[src/rtl/pe_cfg_pkg.sv]
// ---------------------------------------------------------------------------
// pe_cfg_pkg
// Shared definitions for the per-PE configuration sequencer: field widths,
// context word layout, the idle crossbar pattern, the sequencer state type,
// and small helpers that split a context word into its fields.
// ---------------------------------------------------------------------------
package pe_cfg_pkg;

    // Field widths
    localparam int SEL_W    = 4;
    localparam int SWITCH_W = 24;
    localparam int OP_W     = 4;
    localparam int RF_N     = 4;
    localparam int WORD_W   = 32;

    // Context word bit positions: [31:28] rf_we, [27:24] fu_op, [23:0] switch
    localparam int SWITCH_LSB = 0;
    localparam int SWITCH_MSB = 23;
    localparam int FU_OP_LSB  = 24;
    localparam int FU_OP_MSB  = 27;
    localparam int RF_WE_LSB  = 28;
    localparam int RF_WE_MSB  = 31;

    // Every 4-bit select is out of range, so the crossbar drives all-ones
    localparam logic [SWITCH_W-1:0] IDLE_SWITCH = 24'hFFFFFF;

    // Sequencer state
    typedef enum logic [0:0] {
        IDLE = 1'b0,
        RUN  = 1'b1
    } state_e;

    // Crossbar select field of a context word
    function automatic logic [SWITCH_W-1:0] ctx_switch(input logic [WORD_W-1:0] word);
        return word[SWITCH_MSB:SWITCH_LSB];
    endfunction

    // FU opcode of a context word
    function automatic logic [OP_W-1:0] ctx_fu_op(input logic [WORD_W-1:0] word);
        return word[FU_OP_MSB:FU_OP_LSB];
    endfunction

    // Register-file write enables of a context word
    function automatic logic [RF_N-1:0] ctx_rf_we(input logic [WORD_W-1:0] word);
        return word[RF_WE_MSB:RF_WE_LSB];
    endfunction

endpackage : pe_cfg_pkg

[src/rtl/pe_ctx_mem.sv]
// ---------------------------------------------------------------------------
// pe_ctx_mem
// CTX_DEPTH x 32 context register array. One synchronous write port, one
// asynchronous read port. Contents are deliberately not reset so that a
// loaded program survives a sequencer reset.
//
// Ports:
//   i_clk    clock
//   i_we     write enable
//   i_waddr  write address
//   i_wdata  write data (context word)
//   i_raddr  read address
//   o_rdata  read data (combinational)
// ---------------------------------------------------------------------------
module pe_ctx_mem
    import pe_cfg_pkg::*;
#(
    parameter int CTX_DEPTH = 16,
    parameter int AW        = 4
) (
    input  logic              i_clk,
    input  logic              i_we,
    input  logic [AW-1:0]     i_waddr,
    input  logic [WORD_W-1:0] i_wdata,
    input  logic [AW-1:0]     i_raddr,
    output logic [WORD_W-1:0] o_rdata
);

    logic [WORD_W-1:0] r_mem [CTX_DEPTH];

    // Write port: store the context word on the clock edge
    always_ff @(posedge i_clk) begin
        if (i_we) begin
            r_mem[i_waddr] <= i_wdata;
        end else begin
            r_mem[i_waddr] <= r_mem[i_waddr];
        end
    end

    assign o_rdata = r_mem[i_raddr];

endmodule : pe_ctx_mem

[src/rtl/pe_context_seq.sv]
// ---------------------------------------------------------------------------
// pe_context_seq
// Per-PE configuration sequencer feeding the PE crossbar. While idle it
// accepts context words; after start it replays contexts 0..ctx_last for
// iter_count iterations, one context per non-stalled cycle, then pulses done.
//
// Ports:
//   clk, rst               clock, synchronous active-high reset
//   cfg_valid/cfg_ready    context write handshake (ready only in IDLE)
//   cfg_addr, cfg_data     context entry and word to write
//   start                  begin a run (sampled in IDLE only)
//   ctx_last, iter_count   loop bounds, latched on start
//   stall                  freeze outputs and counters
//   switch, fu_op, rf_we   fields of the context currently issued
//   ctx_valid              outputs carry a live context
//   busy                   sequencer is running
//   done                   one-cycle pulse at end of run (or empty start)
// ---------------------------------------------------------------------------
module pe_context_seq
    import pe_cfg_pkg::*;
#(
    parameter int CTX_DEPTH = 16,
    parameter int AW        = 4,
    parameter int IW        = 16
) (
    input  logic                clk,
    input  logic                rst,
    input  logic                cfg_valid,
    output logic                cfg_ready,
    input  logic [AW-1:0]       cfg_addr,
    input  logic [WORD_W-1:0]   cfg_data,
    input  logic                start,
    input  logic [AW-1:0]       ctx_last,
    input  logic [IW-1:0]       iter_count,
    input  logic                stall,
    output logic [SWITCH_W-1:0] switch,
    output logic [OP_W-1:0]     fu_op,
    output logic [RF_N-1:0]     rf_we,
    output logic                ctx_valid,
    output logic                busy,
    output logic                done
);

    // Registered state
    state_e              r_state;
    logic [AW-1:0]       r_pc;
    logic [AW-1:0]       r_last;
    logic [IW-1:0]       r_iter;
    logic [SWITCH_W-1:0] r_switch;
    logic [OP_W-1:0]     r_fu_op;
    logic [RF_N-1:0]     r_rf_we;
    logic                r_ctx_valid;
    logic                r_busy;
    logic                r_done;
    logic                r_cfg_ready;

    // Next-state values
    state_e              w_state_nxt;
    logic [AW-1:0]       w_pc_nxt;
    logic [AW-1:0]       w_last_nxt;
    logic [IW-1:0]       w_iter_nxt;
    logic [SWITCH_W-1:0] w_switch_nxt;
    logic [OP_W-1:0]     w_fu_op_nxt;
    logic [RF_N-1:0]     w_rf_we_nxt;
    logic                w_ctx_valid_nxt;
    logic                w_done_nxt;

    // Memory interface
    logic                w_mem_we;
    logic [AW-1:0]       w_rd_addr;
    logic [WORD_W-1:0]   w_rd_data;
    logic [WORD_W-1:0]   w_first_word;
    logic                w_at_last;

    // Writes are only taken while idle; writes during reset are not taken
    assign w_mem_we  = cfg_valid && (r_state == IDLE) && !rst;
    assign w_at_last = (r_pc == r_last);

    // The single read port always points at the context to issue next:
    // entry 0 when starting or wrapping, pc+1 when stepping forward.
    assign w_rd_addr = ((r_state == RUN) && !w_at_last) ? (r_pc + {{(AW-1){1'b0}}, 1'b1})
                                                        : {AW{1'b0}};

    // A write to entry 0 in the same cycle as start must be the word issued,
    // but the array only takes it on the edge, so forward it here.
    assign w_first_word = (cfg_valid && (cfg_addr == {AW{1'b0}})) ? cfg_data : w_rd_data;

    pe_ctx_mem #(
        .CTX_DEPTH (CTX_DEPTH),
        .AW        (AW)
    ) u_ctx_mem (
        .i_clk   (clk),
        .i_we    (w_mem_we),
        .i_waddr (cfg_addr),
        .i_wdata (cfg_data),
        .i_raddr (w_rd_addr),
        .o_rdata (w_rd_data)
    );

    // Sequencer next-state and next-output decode
    always_comb begin
        w_state_nxt     = r_state;
        w_pc_nxt        = r_pc;
        w_last_nxt      = r_last;
        w_iter_nxt      = r_iter;
        w_switch_nxt    = r_switch;
        w_fu_op_nxt     = r_fu_op;
        w_rf_we_nxt     = r_rf_we;
        w_ctx_valid_nxt = r_ctx_valid;
        w_done_nxt      = 1'b0;

        case (r_state)
            IDLE: begin
                if (start) begin
                    if (iter_count != {IW{1'b0}}) begin
                        w_state_nxt     = RUN;
                        w_last_nxt      = ctx_last;
                        w_iter_nxt      = iter_count;
                        w_pc_nxt        = {AW{1'b0}};
                        w_switch_nxt    = ctx_switch(w_first_word);
                        w_fu_op_nxt     = ctx_fu_op(w_first_word);
                        w_rf_we_nxt     = ctx_rf_we(w_first_word);
                        w_ctx_valid_nxt = 1'b1;
                    end else begin
                        // Empty run: acknowledge with done, never go live
                        w_done_nxt = 1'b1;
                    end
                end else begin
                    w_state_nxt = IDLE;
                end
            end

            RUN: begin
                if (stall) begin
                    w_state_nxt = RUN;
                end else if (!w_at_last) begin
                    w_pc_nxt     = r_pc + {{(AW-1){1'b0}}, 1'b1};
                    w_switch_nxt = ctx_switch(w_rd_data);
                    w_fu_op_nxt  = ctx_fu_op(w_rd_data);
                    w_rf_we_nxt  = ctx_rf_we(w_rd_data);
                end else if (r_iter > {{(IW-1){1'b0}}, 1'b1}) begin
                    // Wrap to context 0 for the next iteration
                    w_pc_nxt     = {AW{1'b0}};
                    w_iter_nxt   = r_iter - {{(IW-1){1'b0}}, 1'b1};
                    w_switch_nxt = ctx_switch(w_rd_data);
                    w_fu_op_nxt  = ctx_fu_op(w_rd_data);
                    w_rf_we_nxt  = ctx_rf_we(w_rd_data);
                end else begin
                    // Final context of final iteration has been shown
                    w_state_nxt     = IDLE;
                    w_pc_nxt        = {AW{1'b0}};
                    w_iter_nxt      = {IW{1'b0}};
                    w_switch_nxt    = IDLE_SWITCH;
                    w_fu_op_nxt     = {OP_W{1'b0}};
                    w_rf_we_nxt     = {RF_N{1'b0}};
                    w_ctx_valid_nxt = 1'b0;
                    w_done_nxt      = 1'b1;
                end
            end

            default: begin
                w_state_nxt     = IDLE;
                w_pc_nxt        = {AW{1'b0}};
                w_iter_nxt      = {IW{1'b0}};
                w_switch_nxt    = IDLE_SWITCH;
                w_fu_op_nxt     = {OP_W{1'b0}};
                w_rf_we_nxt     = {RF_N{1'b0}};
                w_ctx_valid_nxt = 1'b0;
            end
        endcase
    end

    // State and output registers with synchronous reset
    always_ff @(posedge clk) begin
        if (rst) begin
            r_state     <= IDLE;
            r_pc        <= {AW{1'b0}};
            r_last      <= {AW{1'b0}};
            r_iter      <= {IW{1'b0}};
            r_switch    <= IDLE_SWITCH;
            r_fu_op     <= {OP_W{1'b0}};
            r_rf_we     <= {RF_N{1'b0}};
            r_ctx_valid <= 1'b0;
            r_busy      <= 1'b0;
            r_done      <= 1'b0;
            r_cfg_ready <= 1'b1;
        end else begin
            r_state     <= w_state_nxt;
            r_pc        <= w_pc_nxt;
            r_last      <= w_last_nxt;
            r_iter      <= w_iter_nxt;
            r_switch    <= w_switch_nxt;
            r_fu_op     <= w_fu_op_nxt;
            r_rf_we     <= w_rf_we_nxt;
            r_ctx_valid <= w_ctx_valid_nxt;
            r_busy      <= (w_state_nxt == RUN);
            r_done      <= w_done_nxt;
            r_cfg_ready <= (w_state_nxt == IDLE);
        end
    end

    assign switch    = r_switch;
    assign fu_op     = r_fu_op;
    assign rf_we     = r_rf_we;
    assign ctx_valid = r_ctx_valid;
    assign busy      = r_busy;
    assign done      = r_done;
    assign cfg_ready = r_cfg_ready;

endmodule : pe_context_seq

[config.mk]
export PLATFORM = sky130hd
export DESIGN_NAME = pe_context_seq
export DESIGN_NICKNAME = d
export VERILOG_FILES = /design/src/rtl/pe_cfg_pkg.sv /design/src/rtl/pe_ctx_mem.sv /design/src/rtl/pe_context_seq.sv
export SDC_FILE = /design/constraint.sdc
export NUM_CORES = 1
export LEC_CHECK = 0
export CAP_MARGIN = 10
export CORE_MARGIN = 10
export CORE_UTILIZATION = 46
export CTS_CLUSTER_SIZE = 40
export DETAILED_ROUTE_END_ITERATION = 8
export GPL_TIMING_DRIVEN = 0
export SLEW_MARGIN = 20
export SYNTH_ARGS = -nofsm -noshare
export SYNTH_HDL_FRONTEND = slang
export SYNTH_SLANG_ARGS = --single-unit
[constraint.sdc]
create_clock -name clk -period 4.4 [get_ports clk]
set_clock_uncertainty 0.2 [all_clocks]
set_input_delay 0.88 -clock clk [delete_from_list [all_inputs] [get_ports clk]]
set_output_delay 0.88 -clock clk [all_outputs]
set_load 0.005 [all_outputs]
# Word-level counts from Yosys, hierarchy flattened
# Memories as Yosys holds them, arrays and structs flattened.
# Index checks and enable logic that the tools add are counted.
# W data, S select, Z words.
totals:
  register_bits: 60
  ram_bits: 512
  inputBits: 61
  output_inout_bits: 36
  word_cells: 90
  memories: 1
memory_table:
  columns: ["name", "words", "width", "read_ports", "rd_ports_with_merged_regs", "wr", "line", "text"]
  rows:
  - ["u_ctx_mem.r_mem", 16, 32, 1, 0, 1, "pe_ctx_mem.sv:29", "logic [WORD_W-1:0] r_mem [CTX_DEPTH];"]
op_classes:
  add_sub_neg: 2
  magnitude_cmp: 1
  n_eq_ne: 7
  n_mux: 53
  n_bitwise: 3
  reduce_logical: 13
ops:
  columns: ["operator", "count"]
  rows:
  - ["$mux W24", 5]
  - ["$mux W16", 5]
  - ["$mux W32", 2]
  - ["$mux W4", 15]
  - ["$pmux W24 S2", 1]
  - ["$pmux W16 S2", 1]
  - ["$pmux W4 S2", 3]
  - ["$mux W1", 18]
  - ["$gt A16 B1 Y1 const B", 1]
  - ["$reduce_bool A16 Y1", 1]
  - ["$sub A16 B1 Y16 const B", 1]
  - ["$ne A2 B2 Y1 const B", 3]
  - ["$pmux W1 S2", 3]
  - ["$reduce_and A3 Y1", 2]
  - ["$reduce_and A5 Y1", 1]
  - ["$add A4 B1 Y4 const B", 1]
  - ["$eq A4 B4 Y1", 1]
  - ["$logic_and A1 B1 Y1", 4]
  - ["$logic_not A4 Y1", 1]
  - ["$ne A2 B1 Y1 const B", 2]
  - ["$reduce_and A4 Y1", 1]
  - ["$logic_not A1 Y1", 2]
  - ["$not A1 Y1", 2]
  - ["$reduce_and A2 Y1", 1]
  - ["2 further kinds", 2]

# Depth between registers and ports, before layout
# Gate-level depths: netlist (run 1).
# An unclocked memory read counts as a cell.
depth:
  ltp_word: 9
  ltp_mapped: 11
  mapped_depth_nobuf: 8

# Cells and area by module
# Synthesis (run 1) repeated with hierarchy kept, for this count alone.
hier_totals:
  hier_cells: 1191
  area_unflattened_um2: 22599.2
by_module_without_submodules:
  columns: ["module", "n_inst", "cells_per_inst", "area_per_inst_um2", "seq_area_each_um2"]
  rows:
  - ["pe_ctx_mem", 1, 806, 19194.7, 15374.7]
  - ["pe_context_seq", 1, 385, 3404.5, 1201.2]

# Least setup slack after synthesis (run 1)
# No wires, ideal clock.
synth_path:
  path_type: "input to register"
  start: "input rst"
  end: "memory u_ctx_mem.r_mem[5][0] (enable)"
  setup_time_ns: 0.421
  t_arrival_ns: 2.944
  required_time_ns: 3.779
  setup_slack_ns: 0.835
  path_stages: 5
  path_buffers: 1
  path_cell_list: "clkbuf_1 nand2b_1 nor3b_1 nand2b_1 nor2_1"
synth_via:
  elab_chain_cells: 5
  elab_cells_between_ends: 7
  cone_classes: "mux: 3; bitwise: 1; reduce/logical: 3"
synth_rtl:
  columns: ["element", "line", "text"]
  rows:
  - ["start: declaration", "pe_context_seq.sv:27", "input logic rst,"]
  - ["$logic_not A1 Y1 (*)", "pe_context_seq.sv:76", "assign w_mem_we = cfg_valid && (r_state == IDLE) && !rst;"]
  - ["$logic_and A1 B1 Y1 (*)", "pe_context_seq.sv:76", null]
  - ["$mux W1 (on tied branches)", "pe_ctx_mem.sv:33, pe_ctx_mem.sv:36", null]
  - ["$mux W1 (implied by the code) / $reduce_and A2 Y1 (equally long branches)", null, null]
  - ["$or A1 B1 Y1 (no source line) (*)", null, null]
  - ["end: declaration", "pe_ctx_mem.sv:29", null]
# Every way passes the cells marked *; elsewhere a longest branch is shown, timed or not.

# Worst setup path after layout (run 1)
layout_path:
  start: "input iter_count[11]"
  end: "register r_iter[9]"
layout_via:
  elab_chain_cells: 3
layout_rtl:
  columns: ["element", "line", "text"]
  rows:
  - ["start: declaration", "pe_context_seq.sv:34", "input logic [IW-1:0] iter_count,"]
  - ["$reduce_bool A16 Y1", "pe_context_seq.sv:115", "if (iter_count != {IW{1'b0}}) begin"]
  - ["$ne A2 B1 Y1 (no source line)", null, null]
  - ["$reduce_and A4 Y1 (no source line)", null, null]
  - ["end signal: assignment", "pe_context_seq.sv:179", "r_iter <= {IW{1'b0}};"]
  - ["end signal: assignment", "pe_context_seq.sv:191", "r_iter <= w_iter_nxt;"]
  - ["end: declaration", "pe_context_seq.sv:48", "logic [IW-1:0] r_iter;"]
# No other way between the ends.
# A chain may end at the register's enable or synchronous reset.

==> impl_metrics.yaml, run 1 <==
status:
  outcome: "completed"
clock_network:
  clock_latency_ps: 620
  clock_path_buffers: 3
  cts_setup_buffers: 0
  path_clk_slew_ps: 60
  cts_resized: 0
  cts_tree: "yes"
  htreeDepth: 2
  cts-root-buf: "clkbuf_16"
  hold_buffers: 0
  cts.sinks: 572
  cts_buffers: 58
grt:
  grt_pass1_wl_mm: 101.9
  grt_util_all_layers: 0.2296
  overflow: 0
  antenna_found_initial: 2
  grt_max_degree: 20
  first_global_vias: 15080
route:
  via_per_inst: 6.125
  wl_per_cell_um: 27.70
  wl_mm: 69.82
  ant_nets: 0
  vias: 15440
  drc_errors: 0
  drtIter0Drc: 1990
  first_pass_iters: 5
synthesis:
  ys_seq_area_frac: 0.7151
  ys_types: 71
  synth_edf_count: 512
  yosysTopAreaCell: "edfxtp_1"
  yosysWarnings: 0
  synthTopCellsByArea: "edfxtp_1 (66%), dfxtp_1 (5.2%), a211oi_1 (2.8%), nor2b_1 (2.0%), o21ai_0 (2.0%)"
  synth-async-reset-ratio: 0
  ys_seq_elements: 572
  syn-num-nets: 1689
  avgSynthCellArea_um2: 14.26
  synth_cells: 1625
  synth_top_cell_area_share: 0.6633
  ys.flop_type: "edfxtp_1"
  syn_area_um2: 23180
layout:
  area_delta_synth_final_pct: 18.52
  drive_above_1_share: 0.1190
  layout_common_cells: "edfxtp_1 (512), nand2_1 (100), clkdlybuf4s50_1 (95)"
  regArea_um2: 16580
  num-fill-cells: 4102
  multiInputGateArea_um2: 6123
  final_nets: 1865
  utilization: 0.5498
  final_common_cell: "edfxtp_1"
  diodes: 0
timing:
  drv_slew: 0
  worst_pin_slew_ps: 986.1
  post-route-min-period_ps: 3825
  hold_violations: 0
  fin_crit_sh: 0.8693
  grt_setup_unrepaired: "no"
  timing.slew.headroom: 0.3256
  clock.fmax_mhz: 261.4
  fin_ws_ps: 575.1
  setup_tns_ps: 0
  setup_viol: 0
floorplan:
  ios: 97
  die_x_um: 244.5
  start_util: 0.4639
  dieArea_um2: 59770
  die_y_um: 244.5
  num_rows: 82
  core_area_um2: 49970
setup_path:
  path_cells: "clkdlybuf4s50_1, nor4_1, a41oi_1, a21o_1, clkbuf_1, nand2_1, o21ai_0, a21oi_2"
  slowest_delay_ps: 670
  worst_ep_required_time_ps: 4700
  cp-start-kind: "input pin"
  critPathBufInv: 2
  cp_max_fo: 10
  critPathKind: "input pin to flop"
  crit_path_top_delay_cell: "clkbuf_1"
  end_kind: "flop"
  worstPathArrival_ps: 4130
  critPathTopFamily: "compound AO/OA/AOI/OAI gates"
hold_path:
  min_path_type: "flop to flop"
power:
  leakage_nw: 8.649
  power_density_nw_per_um2: 435.4
  ir_worst_vdd_mv: 0.3313
placement:
  io_buffers: 95
  place_ws_ps: 83.51
  gp_congestion: 0.9047
  dp_hpwl_mm: 46.62
job:
  drv_cap: 0
## worst min-delay path, delay by kind of cell, from the launching register on
family | cells | cell delay [ps]
DFF | 1 | 300
AOI/OAI and AO/OA | 2 | 120
## area by class of cell
| class | count | share of cell area |
|---|---|---|
| Multi-Input combinational cell | 921 | 0.2229 |
| Inverter | 16 | 0.002186 |
| Tap cell | 672 | 0.03061 |
| Buffer | 116 | 0.01963 |
| Clock inverter | 27 | 0.009610 |
| Timing Repair Buffer | 116 | 0.05347 |
| Clock buffer | 81 | 0.05821 |
| Sequential cell | 572 | 0.6034 |
## state kept, by name (all words and copies together), names as in the netlist
| register | cells |
|---|---|
| busy | 1 |
| r_iter | 16 |
| cfg_ready | 1 |
| u_ctx_mem.r_mem | 512 |
| switch | 24 |
| ctx_valid | 1 |
| done | 1 |
| fu_op | 4 |
| rf_we | 4 |
| r_last | 4 |
| r_pc | 4 |
## stage by stage
step           hold WS (ps)  power (mW)  instance area (um^2)  instances
2_1_floorplan         245.7       6.676                 23180       1625
3_3_place_gp          259.7       7.139                 24970       2392
3_5_place_dp          262.7       7.168                 25610       2413
4_1_cts               270.8       11.98                 27470       2521
5_1_grt               293.6       12.30                 27470       2521
6_report              271.8       11.96                 27470       2521
## layer usage
layer,up-vias,share of wire,global-route usage
li1,6811,-,-
met1,7740,0.42,0.3108
met2,757,0.46,0.3611
met3,130,0.094,0.05396
met4,4,0.029,0.07379
met5,-,0.00046,0
## Yosys cell counts, types with 5 or more instances
library cell and number:
clkbuf_8 5, o2bb2ai_1 7, o21ai_0 91, o21ai_1 27, nor4_1 11, dfxtp_1 60, o221ai_1 35, o211a_1 21
nand4_1 9, a2111oi_0 25, mux2_2 29, nor2b_1 74, nor3_1 13, a22oi_1 6, nor2_1 73, a211oi_1 85
a221oi_1 23, nand2b_1 12, clkbuf_1 67, edfxtp_1 512, o22ai_1 47, mux4_2 6, inv_1 15, nand3_1 22
and3_1 7, and2_1 7, o311ai_1 6, buf_1 5, a21oi_1 79, nand2_1 100, buf_2 37, a31oi_1 29
mux2i_1 17
## report_power, final
| part | internal (mW) | switching (mW) |
|---|---|---|
| Clock | 2.82 | 2.07 |
| Combinational | 0.365 | 0.659 |
| Sequential | 5.99 | 0.0540 |
| Total | 9.17 | 2.79 |
## cells by family after synthesis
kind of cell             Yosys count  synth area share
flip-flops                       572            0.7151
AO/OA/AOI/OAI                    507            0.1483
AND/OR/NAND/NOR                  350           0.07714
buffers and inverters            132           0.02586
multiplexers                      52           0.02726
XOR/XNOR                           9          0.004696
adder cells (fa/ha/maj)            3          0.001620
## path summary, 6_finish.rpt
check,start,slack [ps],to,cells after the start
worst max-delay path,iter_count[11],580,r_iter[9]$_SDFFE_PP0P_,8
worst min-delay path,r_iter[11]$_SDFFE_PP0P_,270,r_iter[11]$_SDFFE_PP0P_,2
worst max register to register,busy$_SDFF_PP0_,710,r_iter[9]$_SDFFE_PP0P_,8
worst min register to register,r_iter[11]$_SDFFE_PP0P_,270,r_iter[11]$_SDFFE_PP0P_,2
Power figures use the tool's default switching activity.
==> inputs of run 2 (changes only) <==
--- a/config.mk
+++ b/config.mk
@@ -6,7 +6,7 @@
 export NUM_CORES = 1
 export LEC_CHECK = 0
 export CAP_MARGIN = 10
-export CORE_MARGIN = 10
+export CORE_MARGIN = 3
 export CORE_UTILIZATION = 46
 export CTS_CLUSTER_SIZE = 40
 export DETAILED_ROUTE_END_ITERATION = 8
==> run 2 against run 1 <==
  * Sequential share of layout area about the same
  * First-iteration DRC count down 13%
  * Wire length down 0.13%
  * Worst setup slack better by 110 ps
  * Die area down 11%
  * Clock power down 1%
  * Count of clock-buffer cells in the layout down 8
  * Cell count down 0.32%
  * Power down 0.57%
  * Register-to-register slack better by 60 ps
  * Fmax up 2.9%
  * Core utilization up 0.65 points
  * Largest cell class unchanged
==> impl_metrics.yaml, run 2 (same netlist as run 1, synthesis figures left out) <==
status:
  outcome: "completed"
floorplan:
  start_util: 0.4696
  num_rows: 81
  core_area_um2: 49360
  die_x_um: 230.5
  ios: 97
  die_y_um: 230.5
  dieArea_um2: 53120
timing:
  clock.fmax_mhz: 269.0
  post-route-min-period_ps: 3717
  timing.slew.headroom: 0.2853
  hold_violations: 0
  drv_slew: 0
  fin_crit_sh: 0.8448
  setup_viol: 0
  grt_setup_unrepaired: "no"
  worst_pin_slew_ps: 1072
placement:
  dp_hpwl_mm: 46.05
  place_inst: 2405
  gp_congestion: 0.8956
  placed_cell_area_um2: 25610
  io_buffers: 95
layout:
  area_delta_synth_final_pct: 18.45
  instances_no_fill: 2513
  regMostFlops: "u_ctx_mem.r_mem"
  drive_above_1_share: 0.1206
  diodes: 0
  largest_reg_flops: 512
  final_area_um2: 27460
  final_common_cell: "edfxtp_1"
  final_nets: 1864
  layout_common_cells: "edfxtp_1 (512), nand2_1 (100), clkdlybuf4s50_1 (95)"
clock_network:
  clock_latency_ps: 630
  htreeDepth: 2
  cts_setup_buffers: 0
  cts-root-buf: "clkbuf_16"
  cts_buffers: 57
  cts_tree: "yes"
  hold_buffers: 0
  clock_path_buffers: 3
  cts_resized: 0
  path_clk_slew_ps: 60
  cts.sinks: 572
power:
  power_density_nw_per_um2: 433.1
  ir_worst_vdd_mv: 0.4306
  leakage_nw: 8.667
setup_path:
  worst_ep_required_time_ps: 4700
  cp-start-kind: "input pin"
  worstPathArrival_ps: 4020
  critPathKind: "input pin to flop"
  end_kind: "flop"
  cp_max_fo: 10
route:
  ant_nets: 0
  drc_errors: 0
  drtIter0Drc: 1734
  first_pass_iters: 5
  vias: 15530
  via_per_inst: 6.181
  wl_per_cell_um: 27.75
  wl_mm: 69.73
grt:
  first_global_vias: 15610
  grt_util_all_layers: 0.2621
  overflow: 0
  antenna_found_initial: 1
  grt_pass1_wl_mm: 102.7
  grt_max_degree: 21
hold_path:
  min_path_type: "flop to flop"
job:
  drv_cap: 0
[run 2: cell types whose count changed in the layout (fill, tap and decap cells not counted)]
cell | before | now
buf_12 | 8 | 7
buf_16 | 13 | 14
clkbuf_1 | 85 | 79
clkbuf_16 | 59 | 57
clkinv_1 | 8 | 11
clkinv_2 | 8 | 13
clkinv_4 | 0 | 2
clkinv_8 | 0 | 2
clkinvlp_2 | 1 | 0
clkinvlp_4 | 4 | 1
[run 2: per-layer routing]
metal,vias to the layer above,share of wire,track usage
met5,-,0.00019,0
met4,2,0.036,0.09879
met3,146,0.080,0.03899
met2,778,0.47,0.4157
met1,7793,0.42,0.3687
li1,6815,-,-
[run 2: final cells by class]
type	count	area, um^2
Fill cell	4045	21900
Sequential cell	572	16580
Multi-Input combinational cell	921	6123
Clock buffer	73	1526
Timing Repair Buffer	116	1476
Tap cell	664	830.8
Buffer	116	539.3
Clock inverter	35	322.8
Inverter	16	60.06
[run 2: power by group]
part / total [mW] / internal (mW) / switching, mW / leakage (nW)
registers: 6.04 / 5.99 / 0.0527 / 5.10
clock network: 4.82 / 2.75 / 2.08 / 0.911
logic: 1.02 / 0.365 / 0.659 / 2.65
[run 2: per-stage QoR]
| stage | hold slack [ps] | total power, mW | utilization | setup TNS [ps] | worst slack (ps) |
|---|---|---|---|---|---|
| floorplan | 245.7 | 6.676 | - | 0 | 834.6 |
| global placement | 266.3 | 7.138 | 0.5057 | -585130 | -1363 |
| detailed placement | 271.5 | 7.170 | 0.5188 | 0 | 151.2 |
| CTS | 282.2 | 11.94 | 0.5563 | 0 | 764.9 |
| global route | 320.9 | 12.24 | 0.5563 | 0 | 562.0 |
| finish | 294.1 | 11.89 | 0.5563 | 0 | 682.8 |
[run 2: critical path, stage by stage]
cell and delay, ps:
clkdlybuf4s50_1 520, nor4_1 90, a41oi_1 490, a21o_1 610
clkbuf_1 620, nand2_1 400, o21ai_0 310, a21oi_2 80
[run 2: path summary, 6_finish.rpt]
kind                        endpoint  depth (start not counted)               startpoint  slack, ps
min reg2reg  r_iter[11]$_SDFFE_PP0P_                          2  r_iter[11]$_SDFFE_PP0P_        290
min          r_iter[11]$_SDFFE_PP0P_                          2  r_iter[11]$_SDFFE_PP0P_        290
max reg2reg    fu_op[0]$_SDFFE_PP0P_                          7     r_pc[1]$_SDFFE_PP0P_        770
max           r_iter[9]$_SDFFE_PP0P_                          8           iter_count[13]        680
